<file path="src/rtl/stopwatch_seg7_scan_if.sv">
// stopwatch_seg7_scan_if
//   Connects the stopwatch counter block to the seven-segment scanner.
//   Signals:
//     min_first_cnt, min_second_cnt, sec_first_cnt, sec_second_cnt : BCD digits
//     adj : adjust mode (enables blinking)
//     sel : 0 blinks the minutes pair, 1 blinks the seconds pair
//     an  : digit enables, active low, an[3] = leftmost
//     seg : segments, active low, {dp,g,f,e,d,c,b,a}
//   Modports: master = digit source / display sink, slave = scanner.
interface stopwatch_seg7_scan_if;
  logic [3:0] min_first_cnt;
  logic [3:0] min_second_cnt;
  logic [3:0] sec_first_cnt;
  logic [3:0] sec_second_cnt;
  logic       adj;
  logic       sel;
  logic [3:0] an;
  logic [7:0] seg;

  modport master (
    output min_first_cnt, min_second_cnt, sec_first_cnt, sec_second_cnt,
    output adj, sel,
    input  an, seg
  );

  modport slave (
    input  min_first_cnt, min_second_cnt, sec_first_cnt, sec_second_cnt,
    input  adj, sel,
    output an, seg
  );
endinterface

</file>
<file path="src/rtl/stopwatch_seg7_scan.sv">
// stopwatch_seg7_scan
//   Time-multiplexes four BCD stopwatch digits onto a 4-digit common-anode
//   seven-segment display. Digits are shadowed once per scan frame so a
//   frame never mixes old and new counts. The minutes-ones dp is the MM.SS
//   separator; in adjust mode the selected digit pair blinks.
//   Ports:
//     clk : board clock, rising edge
//     rst : asynchronous, active-high reset
//     bus : stopwatch_seg7_scan_if.slave (digits, adj/sel in; an/seg out)
module stopwatch_seg7_scan #(
  parameter int REFRESH_DIV = 100000,
  parameter int BLINK_DIV   = 25000000
) (
  input  logic                        clk,
  input  logic                        rst,
  stopwatch_seg7_scan_if.slave        bus
);

  localparam int REF_W = (REFRESH_DIV > 2) ? $clog2(REFRESH_DIV) : 1;
  localparam int BLK_W = (BLINK_DIV   > 2) ? $clog2(BLINK_DIV)   : 1;

  logic [REF_W-1:0]  r_ref_cnt;
  logic [BLK_W-1:0]  r_blink_cnt;
  logic              r_blink_on;
  logic [1:0]        r_idx;
  // slot order: [0]=min tens, [1]=min ones, [2]=sec tens, [3]=sec ones
  logic [3:0][3:0]   r_shadow;
  logic [3:0]        r_an;
  logic [7:0]        r_seg;

  logic              w_tick;
  logic              w_blink_wrap;
  logic              w_blank;
  logic [3:0]        w_digit;
  logic [3:0]        w_an_nxt;
  logic [7:0]        w_seg_nxt;

  function automatic logic [6:0] f_decode(input logic [3:0] d);
    case (d)
      4'd0:    f_decode = 7'h40;
      4'd1:    f_decode = 7'h79;
      4'd2:    f_decode = 7'h24;
      4'd3:    f_decode = 7'h30;
      4'd4:    f_decode = 7'h19;
      4'd5:    f_decode = 7'h12;
      4'd6:    f_decode = 7'h02;
      4'd7:    f_decode = 7'h78;
      4'd8:    f_decode = 7'h00;
      4'd9:    f_decode = 7'h10;
      default: f_decode = 7'h3F; // non-BCD shows a dash
    endcase
  endfunction

  assign w_tick       = (r_ref_cnt   == REF_W'(REFRESH_DIV - 1));
  assign w_blink_wrap = (r_blink_cnt == BLK_W'(BLINK_DIV - 1));

  always_ff @(posedge clk or posedge rst) begin
    if (rst) begin
      r_ref_cnt   <= '0;
      r_idx       <= '0;
      r_blink_cnt <= '0;
      r_blink_on  <= 1'b0;
      r_shadow    <= '0;
    end else begin
      r_ref_cnt   <= w_tick ? '0 : r_ref_cnt + 1'b1;
      r_blink_cnt <= w_blink_wrap ? '0 : r_blink_cnt + 1'b1;
      if (w_blink_wrap) r_blink_on <= ~r_blink_on;
      if (w_tick) r_idx <= r_idx + 2'd1;
      // frame boundary: capture all four digits together
      if (w_tick && r_idx == 2'd3)
        r_shadow <= {bus.sec_second_cnt, bus.sec_first_cnt,
                     bus.min_second_cnt, bus.min_first_cnt};
    end
  end

  always_comb begin
    w_digit   = r_shadow[r_idx];
    w_blank   = bus.adj && r_blink_on && (bus.sel ? r_idx[1] : !r_idx[1]);
    w_an_nxt  = ~(4'b1000 >> r_idx);
    w_seg_nxt = {(r_idx != 2'd1), f_decode(w_digit)};
    if (w_blank) begin
      w_an_nxt  = 4'hF;
      w_seg_nxt = 8'hFF;
    end
  end

  // an and seg share one register stage so they always agree on idx
  always_ff @(posedge clk or posedge rst) begin
    if (rst) begin
      r_an  <= 4'hF;
      r_seg <= 8'hFF;
    end else begin
      r_an  <= w_an_nxt;
      r_seg <= w_seg_nxt;
    end
  end

  assign bus.an  = r_an;
  assign bus.seg = r_seg;

endmodule
</file>
<file path="src/flat_wrapper.sv">
// flat-port wrapper written by rule: the top's interface ports become plain ports
module stopwatch_seg7_scan_flat 
#(
  parameter int REFRESH_DIV = 100000,
  parameter int BLINK_DIV   = 25000000
)
  (clk, rst, bus_min_first_cnt, bus_min_second_cnt, bus_sec_first_cnt, bus_sec_second_cnt, bus_adj, bus_sel, bus_an, bus_seg);
  stopwatch_seg7_scan_if bus_i ();
  input  logic clk;
  input  logic rst;
  input wire logic [$bits(bus_i.min_first_cnt)-1:0] bus_min_first_cnt;
  input wire logic [$bits(bus_i.min_second_cnt)-1:0] bus_min_second_cnt;
  input wire logic [$bits(bus_i.sec_first_cnt)-1:0] bus_sec_first_cnt;
  input wire logic [$bits(bus_i.sec_second_cnt)-1:0] bus_sec_second_cnt;
  input wire logic [$bits(bus_i.adj)-1:0] bus_adj;
  input wire logic [$bits(bus_i.sel)-1:0] bus_sel;
  output wire logic [$bits(bus_i.an)-1:0] bus_an;
  output wire logic [$bits(bus_i.seg)-1:0] bus_seg;
  assign bus_i.min_first_cnt = bus_min_first_cnt;
  assign bus_i.min_second_cnt = bus_min_second_cnt;
  assign bus_i.sec_first_cnt = bus_sec_first_cnt;
  assign bus_i.sec_second_cnt = bus_sec_second_cnt;
  assign bus_i.adj = bus_adj;
  assign bus_i.sel = bus_sel;
  assign bus_an = bus_i.an;
  assign bus_seg = bus_i.seg;
  stopwatch_seg7_scan #(.REFRESH_DIV(REFRESH_DIV), .BLINK_DIV(BLINK_DIV)) u_core (.clk(clk), .rst(rst), .bus(bus_i));
endmodule
</file>
<file path="config.mk">
export PLATFORM = sky130hd
export DESIGN_NAME = stopwatch_seg7_scan_flat
export DESIGN_NICKNAME = d
export VERILOG_FILES = /design/src/rtl/stopwatch_seg7_scan_if.sv /design/src/rtl/stopwatch_seg7_scan.sv /design/src/flat_wrapper.sv
export SDC_FILE = /design/constraint.sdc
export NUM_CORES = 1
export LEC_CHECK = 0
export ABC_CLOCK_PERIOD_IN_PS = 2470
export CORE_MARGIN = 2
export CORE_UTILIZATION = 45
export DETAILED_ROUTE_END_ITERATION = 16
export GPL_ROUTABILITY_DRIVEN = 1
export GPL_TIMING_DRIVEN = 0
export PLACE_DENSITY = 0.65
export SYNTH_ARGS = -nofsm -noshare
export SYNTH_HDL_FRONTEND = slang
export SYNTH_SLANG_ARGS = --single-unit
</file>
<file path="constraint.sdc">
create_clock -name clk -period 2.47 [get_ports clk]
set_input_delay 0.494 -clock clk [delete_from_list [all_inputs] [get_ports clk]]
set_output_delay 0.494 -clock clk [all_outputs]
set_load 0.02 [all_outputs]
</file>
; Word level (Yosys, flattened, before mapping)
; Memories as Yosys holds them, arrays and structs flattened.
; Cells that the tools add are included.
[word_totals]
elab_cells = 33
mem_bits_ro = 112
memories = 1
input_bits = 20
ff_bits = 73
[classes]
n_lt_le_gt_ge = 1
addsub = 3
n_eq_ne = 4
muxes = 7
shift = 1
reduce_logical = 4
bitwise_logic = 2
[memory_table]
columns = name, depth, width, rd, rd_clocked_by_memory_dff, wr, line_no
row1 = (no name shown), 16, 7, 1, 0, 0, stopwatch_seg7_scan.sv:39  ; case (d)
[ops]
columns = operator, count
row1 = $add 25x1->25 const B, 1
row2 = $eq 25x25->1 const B, 1
row3 = $mux 25, 1
row4 = $add 17x1->17 const B, 1
row5 = $eq 17x17->1 const B, 1
row6 = $mux 17, 1
row7 = $bmux 4 s2, 1
row8 = $mux 4, 2
row9 = $mux 8, 1
row10 = $not 4->4, 1
row11 = $shr 4x2->4 const A, 1
row12 = $logic_and 1x1->1, 3
row13 = $lt 2x3->1 const B, 1
row14 = $add 2x1->2 const B, 1
row15 = $eq 2x2->1 const B, 1
row16 = $ne 2x1->1 const B, 1
row17 = $logic_not 1->1, 1
row18 = $mux 1, 1
row19 = $not 1->1, 1

; Depth between registers and ports, before layout
; Gate-level depths: netlist of run 1.
[depth]
ltp_word = 4
depth_mapped = 8
ltp_nobuf = 7

; Worst setup path after synthesis of run 1
; Ideal clock, no wire load.
[synth_path]
path_kind = flip-flop to flip-flop
start = reg u_core.r_idx[1]
end = reg u_core.r_seg[4] (netlist: u_core.bus.seg[4])
stages_incl_launch_ff = 9
setup_time_ns = 0.084
arrival_time_ns = 1.916
path_buffers = 1
path_slack_ns = 0.470
cell_sequence = dfrtp_1 clkbuf_1 mux4_2 inv_1 ha_1 inv_1 mux2_2 mux2i_1 nand2_1
[synth_via]
elab_chain_cells = 4
word_cells_on_any_way = 7
[synth_lines]
columns = item, line_no
row1 = start: declaration, stopwatch_seg7_scan.sv:25  ; logic [1:0] r_idx;
row2 = start signal: assignment, stopwatch_seg7_scan.sv:68  ; if (w_tick) r_idx <= r_idx + 2'd1;
row3 = $bmux 4 s2 or $logic_not 1->1 (tied branches), "stopwatch_seg7_scan.sv:77, stopwatch_seg7_scan.sv:78"
row4 = $mux 4 (not written as such) or $mux 1 (tied branches), "stopwatch_seg7_scan.sv:77, stopwatch_seg7_scan.sv:78"
row5 = $mem_v2 16x7 or $logic_and 1x1->1 (tied branches), n/a
row6 = $mux 8 (*), stopwatch_seg7_scan.sv:81  ; if (w_blank) begin
row7 = named net u_core.w_seg_nxt[4], stopwatch_seg7_scan.sv:36  ; logic [7:0] w_seg_nxt;
row8 = end signal: assignment, stopwatch_seg7_scan.sv:94  ; r_seg <= w_seg_nxt;
row9 = end: declaration, stopwatch_seg7_scan.sv:29  ; logic [7:0] r_seg;
; Mark *: on every way through the listed nets, which the timed path passes. The rest lies on a longest branch. The select of a mux whose other input is x is not followed.
; A chain may end at the register's enable or synchronous reset.

; Final worst setup path of run 1
[layout_path]
start = reg u_core.r_blink_cnt[2]
end = reg u_core.r_blink_cnt[16]
[layout_via]
elab_chain_cells = 2
word_cells_on_any_way = 3
[layout_lines]
columns = item, line_no
row1 = start: declaration, stopwatch_seg7_scan.sv:23  ; logic [BLK_W-1:0] r_blink_cnt;
row2 = start signal: assignment, stopwatch_seg7_scan.sv:66  ; r_blink_cnt <= w_blink_wrap ? '0 : r_blink_cnt + 1'b1;
row3 = $add 25x1->25 or $eq 25x25->1 (tied branches), "stopwatch_seg7_scan.sv:66, stopwatch_seg7_scan.sv:55"
row4 = $mux 25 (*), stopwatch_seg7_scan.sv:66
; Every way passes the cells marked *; elsewhere a longest branch is shown, timed or not.

==> results of run 1 <==
## power breakdown
part	internal (mW)	switching [mW]
clock network	0.724	0.421
registers	1.21	0.00932
logic	0.0712	0.0617
total	2.00	0.492
## cell type report
class | instances | area share
Clock buffer | 11 | 0.0365
Sequential cell | 72 | 0.438
Inverter | 11 | 0.0106
Tap cell | 99 | 0.0299
Buffer | 10 | 0.0130
Clock inverter | 5 | 0.0248
Multi-Input combinational cell | 209 | 0.372
Timing Repair Buffer | 31 | 0.0749
## through the flow
step                      TNS, ps  setup WS [ps]  utilization  power (mW)  area, µm²
after global placement     -69090          -1070        0.530        1.37       3890
final                           0            254        0.565        2.50       4140
after detailed placement        0            248        0.530        1.38       3890
after CTS                       0            214        0.565        2.53       4140
after global routing            0           18.6        0.565        2.59       4140
after floorplan                 0            169            -        1.31       3450
## critical path, delay by kind of cell (launching register included)
family | cells | cell delay (ps)
simple gates | 4 | 1110
buf+inv | 2 | 560
flops | 1 | 420
## worst min path at each step
stage | cells after the start | slack (ps) | from | to
detailed placement | 1 | 480 | u_core.r_blink_cnt[14] | u_core.r_blink_cnt[14]
global placement | 1 | 470 | u_core.r_ref_cnt[0] | u_core.r_ref_cnt[0]
global route | 1 | 510 | u_core.r_blink_cnt[14] | u_core.r_blink_cnt[14]
finish | 1 | 490 | u_core.r_ref_cnt[0] | u_core.r_ref_cnt[0]
CTS | 1 | 490 | u_core.r_ref_cnt[0] | u_core.r_ref_cnt[0]
floorplan | 1 | 440 | u_core.r_blink_on | u_core.r_blink_on
## cells by family (layout without fill, tap and decap cells)
| kind of cell | Yosys count | after routing |
|---|---|---|
| muxes | 23 | 23 |
| buffers and inverters | 21 | 68 |
| xor gates and xnor gates | 29 | 29 |
| and+or+nand+nor | 113 | 113 |
| AOI/OAI and AO/OA | 33 | 33 |
| DFF | 72 | 72 |
| adders and majority gates | 11 | 11 |
## sequential cells by signal, summed over array words and instances (netlist names)
| register | flops |
|---|---|
| u_core.r_blink_on | 1 |
| u_core.r_idx | 2 |
| u_core.r_shadow | 16 |
| u_core.bus.seg | 7 |
| u_core.r_ref_cnt | 17 |
| u_core.bus.an | 4 |
| u_core.r_blink_cnt | 25 |
## routing by layer
layer	vias to the layer above	wire, µm
met2	28	2960
met3	6	184
met1	1159	3040
li1	1150	-
met5	-	0
met4	0	52
## synth_stat cells (all sizes together)
| master | number | share of area |
|---|---|---|
| a21o | 1 | 0.0022 |
| a21oi | 9 | 0.013 |
| a31oi | 2 | 0.0036 |
| and2 | 3 | 0.0054 |
| and3 | 4 | 0.0072 |
| and4 | 3 | 0.0076 |
| buf | 6 | 0.011 |
| clkbuf | 4 | 0.0047 |
| dfrtp | 61 | 0.44 |
| dfstp | 11 | 0.084 |
| ha | 11 | 0.040 |
| inv | 11 | 0.012 |
| mux2 | 17 | 0.066 |
| mux2i | 2 | 0.0058 |
| mux4 | 4 | 0.026 |
| nand2 | 20 | 0.022 |
| nand2b | 1 | 0.0018 |
| nand3 | 22 | 0.036 |
| nand4 | 10 | 0.018 |
| nor2 | 20 | 0.022 |
| nor2b | 3 | 0.0054 |
| nor3 | 6 | 0.012 |
| nor4 | 2 | 0.0036 |
| nor4bb | 2 | 0.0058 |
| o211ai | 1 | 0.0022 |
| o21ai | 15 | 0.022 |
| o21bai | 1 | 0.0022 |
| o31ai | 4 | 0.0087 |
| or2 | 2 | 0.0036 |
| or3 | 8 | 0.014 |
| or4 | 6 | 0.014 |
| or4b | 1 | 0.0029 |
| xnor2 | 15 | 0.038 |
| xor2 | 14 | 0.036 |
==> flow_metrics.py, run 1 <==
metrics = {
    "setup_path": {
        "cp_max_fo": 10,
        "crit_chain": "and3_1 -> clkbuf_1 -> nand3_1 -> nor3_1 -> buf_2 -> nor2_1",
        "slowest_stage": "nor3_1",
        "required_ps": 2680,
        "slowest_delay_ps": 600,
        "rrSetupSlack_ps": 250,
        "endpoint_kind": "flop",
        "r2r_start": "u_core.r_blink_cnt[2]",
        "r2r_end": "u_core.r_blink_cnt[16]",
        "cp.arrival_ps": 2430,
        "endpoint": "u_core.r_blink_cnt[16]",
        "crit_path_start_kind": "flop",
        "rr_worst_depth": 6,
        "critPathKind": "reg2reg",
        "critPathLaunch": "u_core.r_blink_cnt[2]",
    },
    "cells_and_area": {
        "diodes": 0,
        "multi_input_area_um2": 1540,
        "final_cells": 448,
        "nFillCells": 617,
        "drive_gt1_frac": 0.169,
        "nets": 375,
        "layout_commonest_cell": "dfrtp_1",
        "area_growth_pct": 20.0,
        "seqCellArea_um2": 1820,
        "layout_common_cells": "61 x dfrtp_1, 31 x clkdlybuf4s50_1, 21 x nand3_1",
    },
    "clocking": {
        "ctsHtreeMaxLevel": 3,
        "hold_buffers": 0,
        "cts_tree": "yes",
        "path_clk_slew_ps": 70,
        "cts_made_buffers": 9,
        "cts.path.max_buffers": 2,
        "cts_resized": 0,
        "cts-root-buf": "clkbuf_8",
        "clk_latency_ps": 340,
        "post_cts_buffers": 0,
        "cts.sinks": 72,
    },
    "floorplan": {
        "ios": 32,
        "dieWidth_um": 91.6,
        "die_h_um": 91.6,
        "num_rows": 31,
        "start_util": 0.471,
        "die-area_um2": 8390,
        "coreArea_um2": 7330,
    },
    "run": {
        "cap_violations": 0,
    },
    "global_route": {
        "grt_pass1_wl_um": 11100,
        "antenna_found_initial": 0,
        "gr-total-overflow": 0,
        "busiest_layer": "met2",
        "grt_max_degree": 73,
        "grtUsageMet2": 0.260,
        "gr-usage-met3": 0.0523,
        "grt_usage": 0.167,
        "first_global_vias": 2371,
        "met1_usage": 0.231,
    },
    "detailed_routing": {
        "postRouteAntennaNets": 0,
        "dr.pass1.iters": 4,
        "routed-via-count": 2343,
        "drt-total-wl_um": 6240,
        "drc_errors": 0,
        "wl_per_cell_um": 13.9,
        "routed_via_density": 5.23,
        "drtIter0Drc": 115,
    },
    "sta": {
        "finalClockSkew_ps": 8.17,
        "setup_viol": 0,
        "grt_setup_unrepaired": "no",
        "period_needed_ps": 2220,
        "whs_ps": 489,
        "relSlewSlack": 0.419,
        "drv_slew": 0,
        "final-hold-violation-count": 0,
        "worstMarginPinSlew_ps": 871,
        "post-route-period-util": 0.897,
        "max_freq_ghz": 0.451,
    },
    "synth": {
        "synthMuxAreaShare": 0.0982,
        "synth-xor-area-share": 0.0736,
        "yosysSeqAreaShare": 0.526,
        "synth_nets": 333,
        "synthAdderAreaFrac": 0.0399,
        "synth_compound_area_frac": 0.0536,
        "syn_area_um2": 3450,
        "avgSynthCellArea_um2": 11.4,
        "yosysWarnings": 0,
        "synth_simple_gate_area_frac": 0.181,
        "synth_cells": 302,
        "synth_top_family_by_area": "simple AND/OR/NAND/NOR gates",
        "synth-seq-cells": 72,
        "ys_types": 43,
    },
    "outcome": {
        "status": "complete, no violations",
    },
    "min_path": {
        "hp-class": "reg2reg",
    },
    "placement": {
        "gp_congestion": 0.743,
        "hpwlAfterDp_um": 4310,
        "portBuffers": 31,
        "dp_cells": 432,
    },
    "power": {
        "cellPowerDensity_nw_per_um2": 602,
        "vdd_drop_max_v": 0.000421,
        "leakage_nw": 1.77,
    },
}
Note: power is estimated with default switching activity, not from simulation.
==> run 2, diff against run 1 <==
Settings changed: CORE_MARGIN 2 to not set, GPL_TIMING_DRIVEN 0 to not set.
==> run 2 against run 1 <==
Largest power group unchanged. Final cell count fell by 1.6%. Total power decreased by 1.3%. Worst hold slack got worse by 54 ps.
==> flow_metrics.py, run 2 (synthesis results as in run 1) <==
metrics = {
    "sta": {
        "final-hold-violation-count": 0,
        "max_freq_ghz": 0.483,
        "period_needed_ps": 2070,
        "finalClockSkew_ps": 6.93,
        "drv_slew": 0,
        "tns_ps": 0,
        "worstMarginPinSlew_ps": 475,
        "whs_ps": 435,
        "grt_setup_unrepaired": "no",
        "post-route-period-util": 0.838,
        "setup_viol": 0,
        "relSlewSlack": 0.683,
    },
    "floorplan": {
        "num_rows": 31,
        "coreArea_um2": 7330,
        "dieWidth_um": 89.6,
        "die-area_um2": 8030,
        "die_h_um": 89.6,
        "ios": 32,
        "start_util": 0.471,
    },
    "setup_path": {
        "critPathKind": "reg2reg",
        "cp_max_fo": 10,
        "endpoint_kind": "flop",
        "cp.arrival_ps": 2330,
        "crit_path_start_kind": "flop",
        "r2r_start": "u_core.r_blink_cnt[6]",
        "crit_chain": "and4_1 -> nand4_1 -> or4_1 -> a21oi_1",
        "slowest_delay_ps": 620,
        "cp_top_family": "simple AND/OR/NAND/NOR gates",
        "rr_worst_depth": 4,
        "r2r_end": "u_core.r_blink_cnt[21]",
        "slowest_stage": "or4_1",
        "path_buf_inv": 0,
        "required_ps": 2730,
        "rrSetupSlack_ps": 400,
    },
    "power": {
        "cellPowerDensity_nw_per_um2": 599,
        "leakage_nw": 1.75,
        "vdd_drop_max_v": 0.000503,
        "power_mw": 2.46,
    },
    "detailed_routing": {
        "routed_via_density": 5.29,
        "postRouteAntennaNets": 0,
        "drtIter0Drc": 149,
        "routed-via-count": 2333,
        "drc_errors": 0,
        "wl_per_cell_um": 13.9,
        "dr.pass1.iters": 4,
        "drt-total-wl_um": 6150,
    },
    "clocking": {
        "hold_buffers": 0,
        "cts_made_buffers": 9,
        "ctsHtreeMaxLevel": 3,
        "clk_latency_ps": 330,
        "path_clk_slew_ps": 80,
        "cts.path.max_buffers": 2,
        "post_cts_buffers": 0,
        "cts-root-buf": "clkbuf_8",
        "cts_tree": "yes",
        "cts.sinks": 72,
        "cts_resized": 0,
    },
    "global_route": {
        "gr-total-overflow": 0,
        "antenna_found_initial": 0,
        "grt_usage": 0.180,
        "grt_pass1_wl_um": 10900,
        "first_global_vias": 2316,
        "grt_max_degree": 59,
    },
    "min_path": {
        "hp-class": "in2async",
    },
    "placement": {
        "portBuffers": 31,
        "dp_cells": 425,
        "gp_congestion": 0.720,
        "hpwlAfterDp_um": 4300,
    },
    "cells_and_area": {
        "drive_gt1_frac": 0.164,
        "reg_top3": "u_core.r_blink_cnt: 25 flops, u_core.r_ref_cnt: 17 flops, u_core.r_shadow: 16 flops",
        "largest_reg_flops": 25,
        "final_cells": 441,
        "diodes": 0,
        "nets": 368,
        "area_growth_pct": 19.1,
        "nFillCells": 618,
        "layout_common_cells": "61 x dfrtp_1, 31 x clkdlybuf4s50_1, 21 x nand3_1",
        "regMostFlops": "u_core.r_blink_cnt",
        "layout_commonest_cell": "dfrtp_1",
    },
    "run": {
        "cap_violations": 0,
    },
    "outcome": {
        "status": "complete, no violations",
    },
}
## run 2: cell count changes in the layout (fill, tap and decap cells not counted), sizes merged
cell    delta
clkbuf     -6
clkinv     +2
buf        -3
## run 2: final cells by class
type	count	area [µm²]	share of cell area
clock buffer	9	124	0.0301
clock inverter	7	120	0.0292
inverter	11	41.3	0.0100
multi-input combinational	209	1540	0.375
sequential	72	1820	0.442
tap	99	124	0.0301
timing repair buffer	34	345	0.0840
## run 2: worst max path at each step
stage / from / endpoint / slack (ps) / depth (start not counted)
finish: u_core.r_blink_cnt[6] / u_core.r_blink_cnt[21] / 400 / 4
global route: u_core.r_blink_cnt[6] / u_core.r_blink_cnt[21] / 220 / 4
CTS: u_core.r_blink_cnt[6] / u_core.r_blink_cnt[21] / 410 / 4
detailed placement: u_core.r_ref_cnt[6] / u_core.r_shadow[7] / 430 / 4
global placement: u_core.r_ref_cnt[6] / u_core.r_shadow[10] / 460 / 4
floorplan: rst / u_core.r_blink_cnt[0] / 170 / 1
## run 2: routing by layer
| layer | routed length (µm) | share of wire | track usage |
|---|---|---|---|
| met2 | 2920 | 0.47 | 0.293 |
| met3 | 150 | 0.024 | 0.0448 |
| met5 | 0 | 0 | 0 |
| met4 | 62 | 0.010 | 0.0519 |
| met1 | 3020 | 0.49 | 0.240 |
## run 2: where the power goes
group          total [mW]  internal [mW]  switching, mW
logic               0.137         0.0739         0.0633
registers            1.22           1.21        0.00937
clock network        1.11          0.672          0.437
## run 2: through the flow
stage / util / instance area [µm²] / worst slack (ps)
after global placement: 0.528 / 3870 / 455
after CTS: 0.561 / 4110 / 405
after detailed placement: 0.528 / 3870 / 427
after global routing: 0.561 / 4110 / 221
final: 0.561 / 4110 / 401
after floorplan: - / 3450 / 169
